### src/rtl/dm_cache_controller.sv
`timescale 1ns/1ps
// dm_cache_controller
//
// Sequences an 8-entry direct-mapped data cache between the CPU load/store
// unit and a multi-cycle data memory. One CPU access is in flight at a time.
// Loads that hit return the cached word. Loads that miss fetch the word from
// memory and fill the cache. Stores always go through to memory, and they
// update the cache only when the line is already present (no write-allocate).
// The controller also keeps saturating hit/miss statistics.
//
// Ports:
//   clk, rst         clock and synchronous active-high reset
//   cpu_req/we/addr/wdata  CPU access, accepted when cpu_req && cpu_ready
//   cpu_ready        high only while idle
//   cpu_done         one-cycle completion pulse
//   cpu_rdata        load result, held until the next completion
//   cache_addr       latched access address presented to the cache array
//   cache_wdata/we   fill/update data and one-cycle write strobe to the array
//   cache_hit/rdata  combinational lookup result from the array
//   mem_req/we/addr/wdata  memory request, held until mem_ack
//   mem_ack/rdata    memory completion and read data
//   hit_count/miss_count   saturating lookup statistics
module dm_cache_controller #(
    parameter int DATA_WIDTH = 32,
    parameter int CNT_WIDTH  = 32
) (
    input  logic                  clk,
    input  logic                  rst,
    input  logic                  cpu_req,
    input  logic                  cpu_we,
    input  logic [DATA_WIDTH-1:0] cpu_addr,
    input  logic [DATA_WIDTH-1:0] cpu_wdata,
    output logic                  cpu_ready,
    output logic                  cpu_done,
    output logic [DATA_WIDTH-1:0] cpu_rdata,
    output logic [DATA_WIDTH-1:0] cache_addr,
    output logic [DATA_WIDTH-1:0] cache_wdata,
    output logic                  cache_we,
    input  logic                  cache_hit,
    input  logic [DATA_WIDTH-1:0] cache_rdata,
    output logic                  mem_req,
    output logic                  mem_we,
    output logic [DATA_WIDTH-1:0] mem_addr,
    output logic [DATA_WIDTH-1:0] mem_wdata,
    input  logic                  mem_ack,
    input  logic [DATA_WIDTH-1:0] mem_rdata,
    output logic [CNT_WIDTH-1:0]  hit_count,
    output logic [CNT_WIDTH-1:0]  miss_count
);

    typedef enum logic [2:0] {
        IDLE,
        LOOKUP,
        REFILL,
        FILL,
        WRITE
    } state_t;

    localparam logic [CNT_WIDTH-1:0] CNT_MAX = {CNT_WIDTH{1'b1}};

    state_t                  state;
    state_t                  state_next;
    logic                    we_q;
    logic                    hit_q;
    logic [DATA_WIDTH-1:0]   addr_q;
    logic [DATA_WIDTH-1:0]   wdata_q;

    // The latched access drives both the cache array and the memory port.
    // Memory is word addressed, so the byte offset is dropped there only.
    assign cache_addr = addr_q;
    assign mem_addr   = {addr_q[DATA_WIDTH-1:2], 2'b00};
    assign mem_wdata  = wdata_q;

    // State register. Reset abandons whatever access was in flight.
    always_ff @(posedge clk) begin
        if (rst) begin
            state <= IDLE;
        end else begin
            state <= state_next;
        end
    end

    // Next-state logic. Stores always take the WRITE path so memory stays
    // the authoritative copy; only a load miss needs a refill from memory.
    always_comb begin
        state_next = state;
        cpu_ready  = 1'b0;
        case (state)
            IDLE: begin
                cpu_ready = 1'b1;
                if (cpu_req) begin
                    state_next = LOOKUP;
                end
            end
            LOOKUP: begin
                if (we_q) begin
                    state_next = WRITE;
                end else if (cache_hit) begin
                    state_next = IDLE;
                end else begin
                    state_next = REFILL;
                end
            end
            REFILL: begin
                if (mem_ack) begin
                    state_next = FILL;
                end
            end
            FILL: begin
                state_next = IDLE;
            end
            WRITE: begin
                if (mem_ack) begin
                    state_next = IDLE;
                end
            end
            default: begin
                state_next = IDLE;
            end
        endcase
    end

    // Datapath and registered outputs. cpu_done and cache_we default low
    // every cycle so that any assertion is exactly one cycle wide. For a
    // refill both strobes are raised on the edge entering FILL, so they are
    // visible during the FILL cycle itself.
    always_ff @(posedge clk) begin
        if (rst) begin
            we_q        <= 1'b0;
            hit_q       <= 1'b0;
            addr_q      <= '0;
            wdata_q     <= '0;
            cpu_done    <= 1'b0;
            cpu_rdata   <= '0;
            cache_wdata <= '0;
            cache_we    <= 1'b0;
            mem_req     <= 1'b0;
            mem_we      <= 1'b0;
            hit_count   <= '0;
            miss_count  <= '0;
        end else begin
            cpu_done <= 1'b0;
            cache_we <= 1'b0;
            case (state)
                IDLE: begin
                    if (cpu_req) begin
                        we_q    <= cpu_we;
                        addr_q  <= cpu_addr;
                        wdata_q <= cpu_wdata;
                    end
                end
                LOOKUP: begin
                    hit_q <= cache_hit;
                    // Each counter sticks at all-ones independently.
                    if (cache_hit) begin
                        if (hit_count != CNT_MAX) begin
                            hit_count <= hit_count + CNT_WIDTH'(1);
                        end
                    end else begin
                        if (miss_count != CNT_MAX) begin
                            miss_count <= miss_count + CNT_WIDTH'(1);
                        end
                    end
                    if (we_q) begin
                        mem_req <= 1'b1;
                        mem_we  <= 1'b1;
                    end else if (cache_hit) begin
                        cpu_rdata <= cache_rdata;
                        cpu_done  <= 1'b1;
                    end else begin
                        mem_req <= 1'b1;
                        mem_we  <= 1'b0;
                    end
                end
                REFILL: begin
                    if (mem_ack) begin
                        cpu_rdata   <= mem_rdata;
                        cache_wdata <= mem_rdata;
                        mem_req     <= 1'b0;
                        cache_we    <= 1'b1;
                        cpu_done    <= 1'b1;
                    end
                end
                WRITE: begin
                    if (mem_ack) begin
                        mem_req  <= 1'b0;
                        mem_we   <= 1'b0;
                        cpu_done <= 1'b1;
                        // A store miss leaves the cache untouched.
                        if (hit_q) begin
                            cache_wdata <= wdata_q;
                            cache_we    <= 1'b1;
                        end
                    end
                end
                default: begin
                end
            endcase
        end
    end

endmodule

### config.mk
export PLATFORM = sky130hd
export DESIGN_NAME = dm_cache_controller
export DESIGN_NICKNAME = d
export VERILOG_FILES = /design/src/rtl/dm_cache_controller.sv
export SDC_FILE = /design/constraint.sdc
export NUM_CORES = 1
export LEC_CHECK = 0
export ABC_AREA = 1
export CAP_MARGIN = 5
export CORE_MARGIN = 2
export CORE_UTILIZATION = 49
export CTS_CLUSTER_DIAMETER = 100
export CTS_CLUSTER_SIZE = 28
export DETAILED_ROUTE_END_ITERATION = 8
export PLACE_DENSITY = 0.87
export SETUP_SLACK_MARGIN = 0.2
export SYNTH_ARGS = -nofsm -noshare
export SYNTH_HDL_FRONTEND = slang
export SYNTH_SLANG_ARGS = --single-unit
### constraint.sdc
create_clock -name clk -period 4.9 [get_ports clk]
set_clock_uncertainty 0.15 [all_clocks]
set_input_delay 0.49 -clock clk [delete_from_list [all_inputs] [get_ports clk]]
set_output_delay 0.49 -clock clk [all_outputs]
set_load 0.005 [all_outputs]
==> impl_metrics.csv, run 1 <==
group,metric,value,unit
outcome,status,"complete, no violations",
cts,cts_buffer_depth,3,
placement,detailed_place_hpwl,24600,um
logic_synthesis,avgSynthCellArea,6.72,um^2
final_layout,fill_cells,1647,
logic_synthesis,syn_area,0.00980,mm^2
sta,final-max-slew-violation-count,0,
final_layout,syn2layout_area_growth,37.7,%
critical_path,reg2reg_depth,7,
logic_synthesis,ys.warnings.count,0,
hold_path,hold_start,"mem_we",
global_routing,pin_count_of_the_biggest_net_entering_global_routing,67,
power_and_ir_drop,power.density_cell_area,253,mW/mm^2
critical_path,r2r_setup_slack,1.64,ns
cts,clock_tree.htree_level_count,1,
sta,timing.final.setup_violations,0,
die,num_io_pins,363,
sta,timing.final.hold_violations,0,
logic_synthesis,seq_area_frac_synth,41.1,%
route,avgRoutedWirePerCell,16.5,um
die,core_area,0.0195,mm^2
cts,cts_inserted_buffers,11,
global_routing,global_route_wire_length_before_repair,52500,um
global_routing,grt_overflow_total,0,
critical_path,crit_path_end_kind,"flip-flop",
global_routing,track_usage,30.0,%
sta,fmaxAchievable,307,MHz
route,vias,10600,
power_and_ir_drop,total_leakage_power,5.06,nW
job,timing.max_cap.violations,0,
cts,later_pin_clock_latency_in_the_skew_report,0.46,ns
die,die_width,145,um
sta,fin_crit,3.26,ns
critical_path,rr_startpoint,"state[2]",
placement,portBuffers,360,
sta,timing.max_slew.rel_slack,29.3,%
critical_path,cp_class,"reg2reg",
logic_synthesis,synth-seq-cells,201,
die,die-area,0.0212,mm^2
critical_path,worst-endpoint-required,5.14,ns
critical_path,timing.rr.end,"cache_wdata[18]",
final_layout,layout_common_cells,"sky130_fd_sc_hd__nand2_1, sky130_fd_sc_hd__clkdlybuf4s50_1, sky130_fd_sc_hd__dfxtp_1",
die,floorplan.initialDensity,50.2,%
sta,grt_setup_unrepaired,"false",
cts,clk_sink_count,201,
critical_path,cp-start-kind,"flip-flop",
logic_synthesis,synthesis.instances,1459,
route,drt_first_iter_violations,727,
final_layout,post_layout_net_count,1868,
cts,post_cts.resized_instances,0,
hold_path,holdPathStages,2,
placement,routabilityCongestion,0.983,
route,via_density,5.31,
cts,cts_post_setup_buffers_inserted,0,
critical_path,arrival,3.49,ns
critical_path,critical_path.max_fanout,64,
final_layout,layout_commonest_cell,"sky130_fd_sc_hd__nand2_1",
route,detailedRoute.firstPassIterationCount,8,
power_and_ir_drop,power,3.42,mW
die,die_height,145,um
global_routing,number_of_global_route_vias_before_repair,10300,
sta,fin_tns_setup,0,ns
hold_path,min_to,"mem_we",
sta,final_min_period_over_clock_period,66.5,%
die,rows,51,
route,route.final.wire_length,32900,um
route,antenna_violating_nets_post_route,0,
hold_path,timing.hold.worst.class,"reg2reg",
cts,cts_hold_buffers,0,
power_and_ir_drop,worst_ir_drop_vdd,0.321,mV
cts,clkSlewWorstSetupHoldPaths,0.11,ns
final_layout,insertedDiodeCount,0,
sta,pin_slew_with_the_least_headroom_to_its_limit,1.06,ns
cts,cts_tree,"built",
cts,ctsRootBufferMaster,"sky130_fd_sc_hd__clkbuf_16",
route,remaining_drc_errors,0,
final_layout,drive_above_1_share,4.85,%
global_routing,initial_antenna_violation_count,0,
logic_synthesis,synth.distinct_cells,32,
final_layout,final_core_util,69.1,%
==> cell usage after synthesis <==
cell type                  number  share of area, %
sky130_fd_sc_hd__nand2_1      464                18
sky130_fd_sc_hd__dfxtp_1      201                41
sky130_fd_sc_hd__nor2_1       194               7.4
sky130_fd_sc_hd__nand3_1      104               5.3
sky130_fd_sc_hd__a21oi_1       98               5.0
sky130_fd_sc_hd__inv_1         73               2.8
sky130_fd_sc_hd__o21ai_0       71               3.6
sky130_fd_sc_hd__clkbuf_1      46               1.8
sky130_fd_sc_hd__buf_4         33               2.5
sky130_fd_sc_hd__a31oi_1       32               2.0
sky130_fd_sc_hd__buf_2         24               1.2
sky130_fd_sc_hd__a21oi_2       20               1.8
sky130_fd_sc_hd__nand2_2       20               1.3
sky130_fd_sc_hd__xnor2_1       14               1.3
sky130_fd_sc_hd__xor2_1        11              0.98
sky130_fd_sc_hd__nand4_1       10              0.64
sky130_fd_sc_hd__o21ai_1       10              0.51
sky130_fd_sc_hd__nor3_1         5              0.26
sky130_fd_sc_hd__inv_2          4              0.15
sky130_fd_sc_hd__nor2_4         4              0.46
sky130_fd_sc_hd__nand2_4        3              0.34
sky130_fd_sc_hd__nor2_2         3              0.19
sky130_fd_sc_hd__buf_1          2             0.077
sky130_fd_sc_hd__buf_12         2              0.41
sky130_fd_sc_hd__buf_6          2              0.23
sky130_fd_sc_hd__ha_1           2              0.26
sky130_fd_sc_hd__o211ai_1       2              0.15
sky130_fd_sc_hd__conb_1         1             0.038
sky130_fd_sc_hd__inv_4          1             0.064
sky130_fd_sc_hd__nand3_2        1              0.10
sky130_fd_sc_hd__nand3b_1       1             0.077
sky130_fd_sc_hd__nor2_8         1              0.20
==> worst max-delay path: stages (launching register included) <==
cell and delay (ns):
sky130_fd_sc_hd__dfxtp_1 0.34, sky130_fd_sc_hd__nor2_1 0.20, sky130_fd_sc_hd__nand2_2 0.47, sky130_fd_sc_hd__inv_2 0.63, sky130_fd_sc_hd__nand2_1 0.17, sky130_fd_sc_hd__nand2_2 0.80
sky130_fd_sc_hd__o21ai_0 0.20, sky130_fd_sc_hd__a31oi_1 0.19
==> per-layer routing <==
| metal | vias to the layer above | global-route usage [%] | share of wire, % |
|---|---|---|---|
| li1 | 5185 | - | - |
| met2 | 446 | 53.0 | 49 |
| met3 | 98 | 8.24 | 8.7 |
| met4 | 0 | 11.9 | 4.5 |
| met1 | 4876 | 34.4 | 38 |
| met5 | - | 0 | 0 |
==> sequential cells by signal (all words and copies together), names as in the netlist, 3 cells and up <==
register / cells
mem_wdata: 32
state: 3
cache_addr: 32
cpu_rdata: 32
cache_wdata: 32
hit_count: 32
miss_count: 32
==> area by class of cell <==
type,count,area (um^2),area share (%)
multi-input combinational,1072,4890,36.2
sequential,201,4020,29.8
timing repair buffer,368,3660,27.1
tap,265,332,2.46
inverter,78,295,2.19
clock buffer,11,275,2.04
clock inverter,3,28.8,0.213
==> stage by stage <==
| stage | std cells | worst slack (ns) | hold slack, ns | cell area, um^2 |
|---|---|---|---|---|
| after floorplan | 1460 | 3.03 | 0.306 | 9810 |
| after global placement | 1984 | 1.94 | 0.298 | 13200 |
| after detailed placement | 1984 | 1.74 | 0.308 | 13200 |
| after CTS | 1998 | 1.73 | 0.316 | 13500 |
| after global routing | 1998 | 1.33 | 0.336 | 13500 |
| final | 1998 | 1.64 | 0.319 | 13500 |
==> where the power goes <==
| group | internal (mW) | total, mW | switching [mW] |
|---|---|---|---|
| clock | 0.421 | 0.975 | 0.554 |
| combinational | 0.344 | 0.658 | 0.314 |
| sequential | 1.72 | 1.78 | 0.0640 |
| total | 2.48 | 3.42 | 0.932 |
==> worst max-delay path by stage <==
stage                       to  cells after the start          from
4_1_cts         cache_wdata[8]                      7      state[2]
6_report       cache_wdata[18]                      7      state[2]
2_1_floorplan    hit_count[16]                     11  hit_count[1]
5_1_grt        cache_wdata[26]                      7      state[2]
3_5_place_dp   cache_wdata[18]                      7      state[2]
3_3_place_gp   cache_wdata[17]                      7      state[2]
==> logic make-up (layout without fill, tap and decap cells) <==
group	after synthesis	in the layout	share of synthesized area, %
AOI/OAI and AO/OA	233	233	13.1
xor gates and xnor gates	25	25	2.23
buffers and inverters	187	460	9.24
other	1	2	0.0383
and+or+nand+nor	810	810	34.1
DFF	201	201	41.1
adders and majority gates	2	2	0.255
(Power assumes the default switching activity.)
==> inputs of run 2 (changes only) <==
--- a/config.mk
+++ b/config.mk
@@ -8,11 +8,11 @@
 export ABC_AREA = 1
 export CAP_MARGIN = 5
 export CORE_MARGIN = 2
-export CORE_UTILIZATION = 49
+export CORE_UTILIZATION = 45
 export CTS_CLUSTER_DIAMETER = 100
 export CTS_CLUSTER_SIZE = 28
 export DETAILED_ROUTE_END_ITERATION = 8
-export PLACE_DENSITY = 0.87
+export PLACE_DENSITY = 0.81
 export SETUP_SLACK_MARGIN = 0.2
 export SYNTH_ARGS = -nofsm -noshare
 export SYNTH_HDL_FRONTEND = slang
==> constraint.sdc (replaced) <==
create_clock -name clk -period 3.1 [get_ports clk]
set_clock_uncertainty 0.15 [all_clocks]
set_input_delay 0.31 -clock clk [delete_from_list [all_inputs] [get_ports clk]]
set_output_delay 0.31 -clock clk [all_outputs]
set_load 0.005 [all_outputs]
==> run 2 against run 1 <==
  * Flip-flop and latch count did not move
  * Non-clock buffer count rose by 10
  * Count of clock-buffer cells in the layout rose by 2
  * Largest cell class unchanged
  * Highest routed layer unchanged
  * Largest power group unchanged
  * Final cell count rose by 1.1%
==> impl_metrics.csv, run 2 (synthesis gave the netlist of run 1 again) <==
group,metric,value,unit
die,rows,53,
sta,fmaxAchievable,396,MHz
cts,cts_inserted_buffers,11,
power_and_ir_drop,register_share_of_total_power,51.3,%
route,top_layer_used,"met4",
power_and_ir_drop,worst_ir_drop_vdd,0.432,mV
global_routing,pin_count_of_the_biggest_net_entering_global_routing,66,
critical_path,crit_path_end_kind,"output pin",
final_layout,final_cells,2019,
sta,grt_setup_unrepaired,"false",
placement,portBuffers,360,
sta,final_min_period_over_clock_period,81.4,%
die,num_io_pins,363,
critical_path,r2r_setup_slack,0.79,ns
placement,dp_cells,2004,
critical_path,cp_class,"reg2out",
sta,worst_hold_slack,0.143,ns
cts,later_pin_clock_latency_in_the_skew_report,0.47,ns
power_and_ir_drop,clock_power_share,29.3,%
cts,clkSlewWorstSetupHoldPaths,0.11,ns
cts,clk_sink_count,201,
critical_path,worst-endpoint-required,2.64,ns
placement,dpl_worst_slack,0.840,ns
power_and_ir_drop,total_leakage_power,5.13,nW
cts,clock_tree.htree_level_count,1,
sta,timing.final.setup_violations,0,
critical_path,critical-path-max-stage-delay,0.59,ns
die,die_height,152,um
critical_path,critical_path.cell_chain,"nor2_1 > inv_1 > nor2_4 > buf_4 > clkdlybuf4s50_1",
global_routing,initial_antenna_violation_count,0,
sta,timing.final.hold_violations,0,
power_and_ir_drop,intPower,3.99,mW
final_layout,layout_commonest_cell,"sky130_fd_sc_hd__nand2_1",
die,die-area,0.0230,mm^2
global_routing,number_of_global_route_vias_before_repair,9700,
route,vias,10500,
route,antenna_violating_nets_post_route,0,
critical_path,cp_top_family,"buffers and inverters",
final_layout,post_layout_net_count,1878,
route,wl_met2,16300,um
route,drt-met1-wl,13200,um
sta,timing.max_slew.rel_slack,49.6,%
critical_path,worst_path_max_delay_cell,"sky130_fd_sc_hd__clkdlybuf4s50_1",
sta,pin_slew_with_the_least_headroom_to_its_limit,0.756,ns
cts,cts_buffer_depth,3,
route,via_density,5.19,
global_routing,global_route_wire_length_before_repair,51000,um
die,die_width,152,um
placement,detailed_place_hpwl,24900,um
final_layout,layout_common_cells,"sky130_fd_sc_hd__nand2_1, sky130_fd_sc_hd__clkdlybuf4s50_1, sky130_fd_sc_hd__dfxtp_1",
critical_path,critical_path_buf_inv_count,3,
power_and_ir_drop,power_switching,1.50,mW
cts,cts_post_setup_buffers_inserted,0,
sta,fin_crit,2.52,ns
power_and_ir_drop,p_comb_share,19.4,%
global_routing,track_usage,27.9,%
final_layout,final_core_util,64.2,%
critical_path,arrival,2.06,ns
critical_path,cp-start-kind,"flip-flop",
cts,ctsRootBufferMaster,"sky130_fd_sc_hd__clkbuf_16",
final_layout,syn2layout_area_growth,38.9,%
critical_path,critical_path.max_fanout,17,
cts,post_cts.resized_instances,0,
outcome,status,"complete, no violations",
sta,final-max-slew-violation-count,0,
route,remaining_drc_errors,0,
placement,routabilityCongestion,0.946,
final_layout,post_route_design_area,0.0136,mm^2
power_and_ir_drop,power.density_cell_area,403,mW/mm^2
global_routing,grt_overflow_total,0,
power_and_ir_drop,switching_share,27.3,%
cts,cts_tree,"built",
die,floorplan.initialDensity,46.2,%
route,route.final.wire_length,33700,um
die,core_area,0.0212,mm^2
route,drt_first_iter_violations,635,
final_layout,drive_above_1_share,5.45,%
placement,post_dp_cell_area,0.0133,mm^2
route,avgRoutedWirePerCell,16.7,um
sta,fin_tns_setup,0,ns
route,detailedRoute.firstPassIterationCount,5,
route,route.met3.wl,2980,um
hold_path,timing.hold.worst.class,"in2reg",
sta,post-route-worst-setup-slack,0.576,ns
cts,cts_hold_buffers,0,
power_and_ir_drop,power,5.49,mW
job,timing.max_cap.violations,0,
final_layout,insertedDiodeCount,0,
[run 2: cell types whose count changed in the layout (fill, tap and decap cells not counted), sizes merged]
cell    previous run  this run
clkinv             1         0
clkbuf            11        13
buf               10        20
[run 2: power by group through the flow]
stage	sequential [mW]	combinational, mW	clock, mW
6_report	2.81	1.07	1.61
5_1_grt	2.83	1.16	1.71
4_1_cts	2.81	1.07	1.64
3_5_place_dp	2.87	1.07	0
3_3_place_gp	2.87	1.05	0
2_1_floorplan	2.87	0.461	0
[run 2: routing by layer]
layer	GRT usage (%)	vias to the layer above
li1	-	5189
met4	9.35	0
met1	34.0	4780
met2	48.2	440
met5	0	-
met3	7.01	70
[run 2: worst register-to-register path, delay by kind of cell (launching register included)]
kind                       cells  cell delay [ns]
AOI/OAI and AO/OA              1             0.05
adders and majority gates      1             0.25
buffers and inverters          1             0.22
DFF                            1             0.43
and+or+nand+nor                7             1.07
[run 2: path summary, 6_finish.rpt]
kind	from	end	cells after the start
worst max-delay path	state[0]	cpu_ready	5
worst min-delay path	rst	hit_count[15]	2
worst max register to register	hit_count[0]	hit_count[30]	10
worst min register to register	mem_we	mem_we	2
[run 2: cell type report]
class	instances	area, um^2
fill	1917	7600
timing repair buffer	378	3740
clock inverter	2	22.5
inverter	78	295
sequential	201	4020
multi-input combinational	1072	4890
clock buffer	13	303
tap	275	344
==> inputs of run 3 (changes only) <==
==> constraint.sdc (replaced) <==
create_clock -name clk -period 2.4 [get_ports clk]
set_clock_uncertainty 0.15 [all_clocks]
set_input_delay 0.24 -clock clk [delete_from_list [all_inputs] [get_ports clk]]
set_output_delay 0.24 -clock clk [all_outputs]
set_load 0.005 [all_outputs]
==> run 3 against run 2 <==
  * Hold slack improved by 0.019 ns
  * Global-route usage rose by 0.30 points
  * Die area did not move
  * Combinational power rose by 32%
  * Count of clock-buffer cells in the layout fell by 1
  * Worst setup slack got worse by 0.29 ns
  * Clock power rose by 27%
  * Flip-flop and latch count did not move
  * Wire length rose by 0.88%
  * Final cell count rose by 0.45%
  * Highest routed layer unchanged
==> impl_metrics.csv, run 3 (synthesis gave the netlist of run 1 again) <==
group,metric,value,unit
route,drt_first_iter_violations,550,
sta,fin_crit,2.12,ns
route,via_density,5.19,
final_layout,final_cells,2028,
critical_path,crit_path_end_kind,"output pin",
power_and_ir_drop,total_leakage_power,5.18,nW
die,die_height,152,um
sta,fin_tns_setup,0,ns
die,num_io_pins,363,
route,remaining_drc_errors,0,
placement,post_dp_cell_area,0.0134,mm^2
global_routing,number_of_global_route_vias_before_repair,9692,
route,avgRoutedWirePerCell,16.8,um
global_routing,global_route_wire_length_before_repair,51400,um
power_and_ir_drop,power,7.08,mW
cts,cts_buffer_depth,3,
hold_path,timing.hold.worst.class,"in2reg",
sta,timing.max_slew.rel_slack,61.6,%
sta,timing.final.setup_violations,0,
placement,routabilityCongestion,0.941,
die,rows,53,
sta,final-max-slew-violation-count,0,
placement,dpl_worst_slack,0.326,ns
final_layout,layout_common_cells,"sky130_fd_sc_hd__nand2_1, sky130_fd_sc_hd__clkdlybuf4s50_1, sky130_fd_sc_hd__dfxtp_1",
route,vias,10500,
sta,final_min_period_over_clock_period,88.3,%
sta,pin_slew_with_the_least_headroom_to_its_limit,0.577,ns
final_layout,final_core_util,64.8,%
final_layout,drive_above_1_share,6.11,%
critical_path,critical_path.cell_chain,"nor2_2 > inv_1 > nor2_4 > clkdlybuf4s50_1",
global_routing,grt_overflow_total,0,
die,floorplan.initialDensity,46.2,%
die,die-area,0.0230,mm^2
cts,cts_tree,"built",
placement,portBuffers,360,
sta,fmaxAchievable,472,MHz
route,detailedRoute.firstPassIterationCount,7,
global_routing,pin_count_of_the_biggest_net_entering_global_routing,109,
final_layout,post_route_design_area,0.0137,mm^2
cts,cts_inserted_buffers,11,
placement,detailed_place_hpwl,25000,um
final_layout,post_layout_net_count,1886,
critical_path,cp_class,"reg2out",
final_layout,layout_commonest_cell,"sky130_fd_sc_hd__nand2_1",
cts,clock_tree.htree_level_count,1,
die,die_width,152,um
critical_path,critical-path-max-stage-delay,0.53,ns
sta,worst_hold_slack,0.162,ns
critical_path,arrival,1.73,ns
sta,grt_setup_unrepaired,"false",
power_and_ir_drop,worst_ir_drop_vdd,0.609,mV
die,core_area,0.0212,mm^2
sta,post-route-worst-setup-slack,0.281,ns
critical_path,worst-endpoint-required,2.01,ns
placement,dp_cells,2010,
global_routing,track_usage,28.2,%
job,timing.max_cap.violations,0,
route,route.final.wire_length,34000,um
critical_path,cp-start-kind,"flip-flop",
critical_path,worst_path_max_delay_cell,"sky130_fd_sc_hd__clkdlybuf4s50_1",
cts,ctsRootBufferMaster,"sky130_fd_sc_hd__clkbuf_16",
cts,cts_hold_buffers,0,
cts,later_pin_clock_latency_in_the_skew_report,0.47,ns
power_and_ir_drop,power.density_cell_area,515,mW/mm^2
global_routing,initial_antenna_violation_count,1,
critical_path,critical_path.max_fanout,3,
cts,clkSlewWorstSetupHoldPaths,0.11,ns
cts,clk_sink_count,201,
route,antenna_violating_nets_post_route,0,
outcome,status,"complete, no violations",
sta,timing.final.hold_violations,0,
final_layout,syn2layout_area_growth,40.2,%
## run 3: worst paths after layout
kind	start	to	slack, ns	depth (start not counted)
setup / recovery	state[0]	cpu_ready	0.28	4
hold / removal	rst	hit_count[22]	0.16	5
setup reg to reg	hit_count[1]	hit_count[10]	0.33	10
hold reg to reg	cache_addr[0]	cache_addr[0]	0.33	2
## run 3: cell type report
cell class              instances  area [um^2]
diodes                          1         2.50
clock buffers                  12          289
clock inverters                 3         25.0
fillers                      1907         7470
inverters                      78          295
multi-input cells            1072         4900
flip-flops and latches        201         4030
well taps                     275          344
repair buffers                386         3870
## run 3: critical path, delay by kind of cell (launching register included)
kind / cells / cell delay [ns]
buf+inv: 2 / 0.61
flops: 1 / 0.35
simple gates: 2 / 0.30
## run 3: what timing repair did
item                                    in CTS  in global routing
gates resized for setup                      1                  4
endpoints found under the setup margin       1                 35
pin swaps                                    2                  0
gates cloned                                 0                  0
setup buffers                                2                  0
## run 3: power breakdown
group	total, mW	switching (mW)	internal, mW
registers	3.64	0.126	3.51
clock network	2.04	1.15	0.890
logic	1.41	0.665	0.740
## run 3: routing by layer
| metal | track usage [%] | vias up | part of all wire (%) |
|---|---|---|---|
| met5 | 0 | - | 0 |
| met4 | 9.49 | 0 | 3.8 |
| met3 | 7.16 | 69 | 8.6 |
| met2 | 48.4 | 396 | 49 |
| met1 | 34.6 | 4853 | 39 |
| li1 | - | 5209 | - |
